<file path="src/rtl/stack_param_if.sv">
// Operand-stack bus between the stack_param register stack and its user.
// Carries the command inputs (clr/push/pop/d) and the visible stack state.
// When STACK_SWAP_EN is defined the bus also carries the swap command.
interface stack_param_if #(
    parameter int WIDTH = 16,
    parameter int DEPTH = 8
);
    localparam int CW = $clog2(DEPTH + 1);

    logic             clr;
    logic             push;
    logic             pop;
    logic [WIDTH-1:0] d;
`ifdef STACK_SWAP_EN
    logic             swap;
`endif
    logic [WIDTH-1:0] qtop;
    logic [WIDTH-1:0] qnext;
    logic [CW-1:0]    count;
    logic             empty;
    logic             full;
    logic             ovf;
    logic             udf;

    // The user of the stack issues commands and observes the stack state
    modport master (
        output clr, push, pop, d,
`ifdef STACK_SWAP_EN
        output swap,
`endif
        input  qtop, qnext, count, empty, full, ovf, udf
    );

    // The stack itself receives commands and presents its state
    modport slave (
        input  clr, push, pop, d,
`ifdef STACK_SWAP_EN
        input  swap,
`endif
        output qtop, qnext, count, empty, full, ovf, udf
    );
endinterface

</file>
<file path="src/rtl/stack_param.sv">
// Parametrised LIFO register stack with occupancy count, empty/full flags,
// replace-top (push+pop), sticky overflow/underflow flags and synchronous
// clear. The top two entries are always visible for the operand bus.
// Optional feature: define STACK_SWAP_EN to add a swap command that
// exchanges the top two entries (priority clr > swap > push/pop).
module stack_param #(
    parameter int WIDTH = 16,
    parameter int DEPTH = 8
) (
    input  logic           clk,
    input  logic           rst_n,
    stack_param_if.slave   bus
);
    localparam int CW = $clog2(DEPTH + 1);
    localparam logic [CW-1:0] FULL_CNT = CW'(DEPTH);
    localparam logic [CW-1:0] ONE_CNT  = CW'(1);
    localparam logic [CW-1:0] TWO_CNT  = CW'(2);

    logic [WIDTH-1:0] q [DEPTH];
    logic [CW-1:0]    cnt;
    logic             ovf_r;
    logic             udf_r;
    logic             is_empty;
    logic             is_full;

    assign is_empty = (cnt == '0);
    assign is_full  = (cnt == FULL_CNT);

    // Stack array, occupancy and sticky error flags; vacated slots are zero-filled
    always_ff @(posedge clk or negedge rst_n) begin
        if (!rst_n) begin
            for (int i = 0; i < DEPTH; i++) q[i] <= '0;
            cnt   <= '0;
            ovf_r <= 1'b0;
            udf_r <= 1'b0;
        end else if (bus.clr) begin
            for (int i = 0; i < DEPTH; i++) q[i] <= '0;
            cnt   <= '0;
            ovf_r <= 1'b0;
            udf_r <= 1'b0;
        end
`ifdef STACK_SWAP_EN
        else if (bus.swap) begin
            if (cnt >= TWO_CNT) begin
                q[0] <= q[1];
                q[1] <= q[0];
            end else begin
                udf_r <= 1'b1;
            end
        end
`endif
        else if (bus.push && bus.pop) begin
            if (is_empty) begin
                // Replace-top on an empty stack behaves as a plain push
                q[0] <= bus.d;
                for (int i = 1; i < DEPTH; i++) q[i] <= q[i-1];
                cnt <= ONE_CNT;
            end else begin
                q[0] <= bus.d;
            end
        end else if (bus.push) begin
            q[0] <= bus.d;
            for (int i = 1; i < DEPTH; i++) q[i] <= q[i-1];
            if (is_full) begin
                ovf_r <= 1'b1;
            end else begin
                cnt <= cnt + ONE_CNT;
            end
        end else if (bus.pop) begin
            if (is_empty) begin
                udf_r <= 1'b1;
            end else begin
                for (int i = 0; i < DEPTH - 1; i++) q[i] <= q[i+1];
                q[DEPTH-1] <= '0;
                cnt <= cnt - ONE_CNT;
            end
        end
    end

    assign bus.qtop  = q[0];
    assign bus.qnext = q[1];
    assign bus.count = cnt;
    assign bus.empty = is_empty;
    assign bus.full  = is_full;
    assign bus.ovf   = ovf_r;
    assign bus.udf   = udf_r;
endmodule

</file>
<file path="src/flat_wrapper.sv">
// flat-port wrapper written by rule: the top's interface ports become plain ports
module stack_param_flat 
#(
    parameter int WIDTH = 16,
    parameter int DEPTH = 8
)
  (clk, rst_n, bus_clr, bus_push, bus_pop, bus_d, bus_qtop, bus_qnext, bus_count, bus_empty, bus_full, bus_ovf, bus_udf);
  stack_param_if #(.WIDTH(WIDTH), .DEPTH(DEPTH)) bus_i ();
  input  logic clk;
  input  logic rst_n;
  input wire logic [$bits(bus_i.clr)-1:0] bus_clr;
  input wire logic [$bits(bus_i.push)-1:0] bus_push;
  input wire logic [$bits(bus_i.pop)-1:0] bus_pop;
  input wire logic [$bits(bus_i.d)-1:0] bus_d;
  output wire logic [$bits(bus_i.qtop)-1:0] bus_qtop;
  output wire logic [$bits(bus_i.qnext)-1:0] bus_qnext;
  output wire logic [$bits(bus_i.count)-1:0] bus_count;
  output wire logic [$bits(bus_i.empty)-1:0] bus_empty;
  output wire logic [$bits(bus_i.full)-1:0] bus_full;
  output wire logic [$bits(bus_i.ovf)-1:0] bus_ovf;
  output wire logic [$bits(bus_i.udf)-1:0] bus_udf;
  assign bus_i.clr = bus_clr;
  assign bus_i.push = bus_push;
  assign bus_i.pop = bus_pop;
  assign bus_i.d = bus_d;
  assign bus_qtop = bus_i.qtop;
  assign bus_qnext = bus_i.qnext;
  assign bus_count = bus_i.count;
  assign bus_empty = bus_i.empty;
  assign bus_full = bus_i.full;
  assign bus_ovf = bus_i.ovf;
  assign bus_udf = bus_i.udf;
  stack_param #(.WIDTH(WIDTH), .DEPTH(DEPTH)) u_core (.clk(clk), .rst_n(rst_n), .bus(bus_i));
endmodule
</file>
<file path="config.mk">
export PLATFORM = sky130hd
export DESIGN_NAME = stack_param_flat
export DESIGN_NICKNAME = d
export VERILOG_FILES = /design/src/rtl/stack_param_if.sv /design/src/rtl/stack_param.sv /design/src/flat_wrapper.sv
export SDC_FILE = /design/constraint.sdc
export NUM_CORES = 1
export LEC_CHECK = 0
export CAP_MARGIN = 20
export CORE_ASPECT_RATIO = 1.75
export CORE_MARGIN = 4
export CORE_UTILIZATION = 54
export CTS_BUF_LIST = sky130_fd_sc_hd__clkbuf_4 sky130_fd_sc_hd__clkbuf_8
export DETAILED_ROUTE_END_ITERATION = 16
export GPL_TIMING_DRIVEN = 0
export HOLD_SLACK_MARGIN = 0.08
export PLACE_DENSITY = 0.79
export SYNTH_ARGS = -nofsm -noshare
export SYNTH_HDL_FRONTEND = slang
export SYNTH_SLANG_ARGS = --single-unit
</file>
<file path="constraint.sdc">
create_clock -name clk -period 1.73 [get_ports clk]
set_input_delay 0.346 -clock clk [delete_from_list [all_inputs] [get_ports clk]]
set_output_delay 0.346 -clock clk [all_outputs]
set_load 0.05 [all_outputs]
</file>
# Word-level counts from Yosys, hierarchy flattened
# Index checks and enable logic that the tools add are counted.
# totals
regBits	134
elab_cells	53
inputBits	21
# classes
eq_ne	6
reduce_logical	12
add_sub_neg	2
muxes	22
# ops
op	count
128-bit two-way mux	5
112-bit two-way mux	1
4-bit two-way mux	7
1-bit two-way mux	9
4-bit by 3-bit != test with 1-bit output (second input constant)	2
4-bit AND reduction	2
2-bit nonzero test	4
3-bit AND reduction	2
4-bit by 1-bit adder with 4-bit output (second input constant)	1
4-bit == test (second input constant)	1
4-bit zero test	1
2-bit != test (second input constant)	2
4-bit nonzero test	1
4-bit by 1-bit subtractor with 4-bit output (second input constant)	1
3-bit != test (second input constant)	1
2-bit AND reduction	1
1-bit logical AND	1

# Longest topological paths before layout
# logic_depth
ltp_word	6
depth_mapped	8
ltp_nobuf	6

# Worst setup path before layout
# OpenSTA, ideal clock, no wires.
# synth_path
path_kind	flip-flop to flip-flop
from	reg u_core.cnt[3], in the netlist u_core.bus.count[3]
to	reg u_core.udf_r, in the netlist u_core.bus.udf
required_time_ps	1652
n_path_buf	1
synth_period_minus_slack_ps	2906
path_stages_with_launch	5
t_arrival_ps	2827
path_slack_ps	-1176
setup_ps	78
cell_sequence	dfrtp_1 > clkbuf_1 > nor4_1 > a31oi_1 > nor2_1
# synth_via
elab_chain_len	3
# synth_rtl
element	line	source
from (decl)	stack_param.sv:20	logic [CW-1:0] cnt;
from (signal assigned)	stack_param.sv:67	cnt <= cnt + ONE_CNT;
from (signal assigned)	stack_param.sv:75	cnt <= cnt - ONE_CNT;
4-bit zero test	stack_param.sv:26	assign is_empty = (cnt == '0);
via bus_empty	flat_wrapper.sv:18	output wire logic [$bits(bus_i.empty)-1:0] bus_empty;
2-bit nonzero test (no line)	n/a	
4-bit AND reduction (no line)	n/a	
to (signal assigned)	stack_param.sv:35	udf_r <= 1'b0;
to (signal assigned)	stack_param.sv:40	udf_r <= 1'b0;
to (signal assigned)	stack_param.sv:71	udf_r <= 1'b1;
to (decl)	stack_param.sv:22	logic udf_r;
# The timed path passes the listed nets, and every way through them passes these cells.
# A chain may end at the register's enable or synchronous reset.

# Worst setup path after layout
# layout_path
from	reg u_core.cnt[1], in the netlist u_core.bus.count[1]
to	reg u_core.q[55] (netlist name)
# layout_via
elab_chain_len	3
word_cells_on_any_way	4
# layout_rtl
element	line	source
4-bit zero test (*)	stack_param.sv:26	
4-bit by 3-bit != test with 1-bit output (no line) or 3-bit != test (tied branches)	n/a	
3-bit AND reduction (no line) (*)	n/a	
to (decl)	stack_param.sv:19	logic [WIDTH-1:0] q [DEPTH];
# Every way passes the cells marked *; elsewhere a longest branch is shown, timed or not.

==> flow_metrics.env <==
export IMPL_max_freq_ghz=0.463
export IMPL_dieWidth_um=89.5
export IMPL_final_cell_mix="dfrtp_1, mux2i_4, o22ai_1"
export IMPL_end_kind="flip-flop"
export IMPL_start_kind="flip-flop"
export IMPL_critPathMaxFanout=7
export IMPL_place_hpwl_um=11200
export IMPL_route_detailed_drc=0
export IMPL_yosysSeqAreaShare=0.535
export IMPL_drt_vias_per_instance=7.28
export IMPL_gp_congestion=0.891
export IMPL_num_vias=5738
export IMPL_powerDensity_nw_per_um2=994
export IMPL_clock_sinks=134
export IMPL_fin_hold_ws_ns=0.318
export IMPL_fin_ws_ns=-0.429
export IMPL_ys_ff_latch=134
export IMPL_p_clk_frac=0.306
export IMPL_drv_slew=0
export IMPL_violations="negative setup slack"
export IMPL_drive_gt1_frac=0.462
export IMPL_layout_commonest_cell="dfrtp_1"
export IMPL_grt_pass1_wl_um=27300
export IMPL_ir_drop_v=0.000879
export IMPL_grt_pass1_vias=5266
export IMPL_dieArea_um2=13500
export IMPL_synth_area_um2=6270
export IMPL_syn_avg_cell_area_um2=11.7
export IMPL_synthCells=537
export IMPL_cts_tree="built"
export IMPL_slew_headroom=0.349
export IMPL_start_util=0.558
export IMPL_grt_ovfl_total=0
export IMPL_clock_root_buffer="clkbuf_8"
export IMPL_insertion_delay_ns=0.47
export IMPL_min_period_ns=2.16
export IMPL_num_io_pins=61
export IMPL_synth_cell_types=34
export IMPL_grt_setup_unrepaired="yes"
export IMPL_synth_warnings=0
export IMPL_port_buffers=60
export IMPL_core_um2=11200
export IMPL_finalSetupViolCount=136
export IMPL_p_leak_nw=3.77
export IMPL_hold_class="input pin to async pin"
export IMPL_htreeDepth=4
export IMPL_grt_max_degree=104
export IMPL_finalCritPeriodShare=1.25
export IMPL_nFillCells=434
export IMPL_rows=51
export IMPL_n_antenna_cell=0
export IMPL_power_frac_comb=0.336
export IMPL_hold_viol_final=0
export IMPL_grt_total_usage=0.267
export IMPL_switching_share=0.340
export IMPL_sequentialPowerShare=0.358
export IMPL_syn_nets=561
export IMPL_power_switching_w=0.00319
export IMPL_required_ns=2.05
export IMPL_arrival_ns=2.48
export IMPL_area_growth_pct=50.3
export IMPL_clock_skew_ns=0.0117
export IMPL_worst_slew_pin_slew_ns=0.976
export IMPL_final_nets=667
export IMPL_worst_setup_path_type="flip-flop to flip-flop"
export IMPL_drt_first_pass_iters=5
export IMPL_p_int_w=0.00618
export IMPL_postLayoutCellArea_um2=9430
export IMPL_outcome="finished, violations left"
export IMPL_wl_per_cell_um=31.0
export IMPL_antenna_found_initial=0
export IMPL_wl_um=24500
export IMPL_die_height_um=151
export IMPL_clk_path_buf_depth=2
export IMPL_placed_cell_area_um2=7130
export IMPL_ant_nets=0
export IMPL_cap_violations=0
export IMPL_cts_buffers=17
export IMPL_clkTransAtPathRegs_ns=0.09
export IMPL_drt_first_iter_violations=495
worst max-delay path, stage by stage (launching register included):
cell and delay [ns]:
dfrtp_2 0.43, buf_6 0.15, o41ai_4 0.36, buf_6 0.22, clkbuf_16 0.19, clkbuf_16 0.17, mux2i_1 0.31, o22ai_1 0.17
per-layer routing:
layer,global-route usage,wire length [um],up-vias
met5,0,0,-
met4,0.124,2200,0
met3,0.0531,1960,179
met2,0.482,12500,481
met1,0.290,7790,2876
li1,-,-,2202
repair_timing:
item | 4_1_cts | 5_1_grt
setup buffers | 5 | 6
hold endpoints to repair | 31 | 0
pin swaps | 3 | 21
hold buffers | 1 | 0
gates resized for setup | 251 | 175
cloned | 1 | 13
endpoints found under the setup margin | 170 | 141
Yosys cell counts (all sizes together):
library cell | n | area share
inv | 3 | 0.0018
and2 | 1 | 0.0010
clkbuf | 28 | 0.017
nand2 | 4 | 0.0024
mux2 | 1 | 0.0018
a21o | 1 | 0.0012
o21ai | 18 | 0.014
o41ai | 1 | 0.0044
fa | 1 | 0.0032
nor2b | 2 | 0.0020
nor3b | 1 | 0.0012
nor3 | 3 | 0.0024
nor2 | 23 | 0.014
nor4 | 2 | 0.0020
xnor2 | 2 | 0.0028
a211oi | 19 | 0.023
a211o | 1 | 0.0014
o22ai | 95 | 0.095
nand2b | 3 | 0.0030
buf | 51 | 0.063
ha | 2 | 0.0040
dfrtp | 134 | 0.53
a31oi | 2 | 0.0020
nor4b | 1 | 0.0014
nand3 | 16 | 0.013
a21oi | 6 | 0.0048
or2 | 1 | 0.0010
mux2i | 114 | 0.18
or3 | 1 | 0.0010
final cells by class:
cell class	instances	area, um2	area share
buffer	79	703	0.0746
clock buffer	18	248	0.0263
clock inverter	14	175	0.0186
inverter	3	16.3	0.00173
multi-input combinational	321	3750	0.398
sequential	134	3360	0.357
tap	132	165	0.0175
timing repair buffer	87	1000	0.106
power by group through the flow:
stage | sequential, W | combinational (W) | clock (W)
floorplan | 0.00340 | 0.00120 | 0
global placement | 0.00335 | 0.00173 | 0
detailed placement | 0.00336 | 0.00176 | 0
CTS | 0.00332 | 0.00218 | 0.00276
global route | 0.00336 | 0.00321 | 0.00300
finish | 0.00335 | 0.00315 | 0.00287
final timing paths:
kind                                     startpoint                   end  slack (ns)  cells after the start
worst max-delay path            u_core.bus.count[1]          u_core.q[55]       -0.43                      7
worst min-delay path                          rst_n    u_core.bus.qtop[9]        0.32                      2
worst min register to register       u_core.bus.udf        u_core.bus.udf        0.53                      2
min in group clk                           bus_push  u_core.bus.qnext[15]        0.47                      5
worst max register to register  u_core.bus.count[1]          u_core.q[55]       -0.43                      7
max in group asynchronous                     rst_n   u_core.bus.count[0]        0.57                      3
per-stage QoR:
stage	utilization	cells	setup slack (ns)	setup TNS [ns]	power (W)
finish	0.839	788	-0.429	-38.08	0.00937
global route	0.839	788	-0.457	-43.68	0.00957
CTS	0.732	769	-0.221	-25.10	0.00826
detailed placement	0.635	730	-0.829	-74.55	0.00512
global placement	0.632	729	-5.67	-712.11	0.00508
floorplan	-	537	-0.142	-15.07	0.00460
cell families (layout without fill, tap and decap cells):
logic type / count (synthesis) / after routing / synth area share
buf+inv: 82 / 201 / 0.0818
mux: 115 / 115 / 0.184
flops: 134 / 134 / 0.535
fa+ha+maj: 3 / 3 / 0.00718
simple gates: 58 / 58 / 0.0439
compound gates: 143 / 143 / 0.146
xor+xnor: 2 / 2 / 0.00279
sequential cells by signal, summed over array words and instances, names as in the netlist:
name and cells:
u_core.bus.qnext 16, u_core.bus.qtop 16, u_core.bus.count 4, u_core.bus.udf 1
u_core.bus.ovf 1, u_core.q 96
No activity file was read; power rests on OpenSTA's default activity.
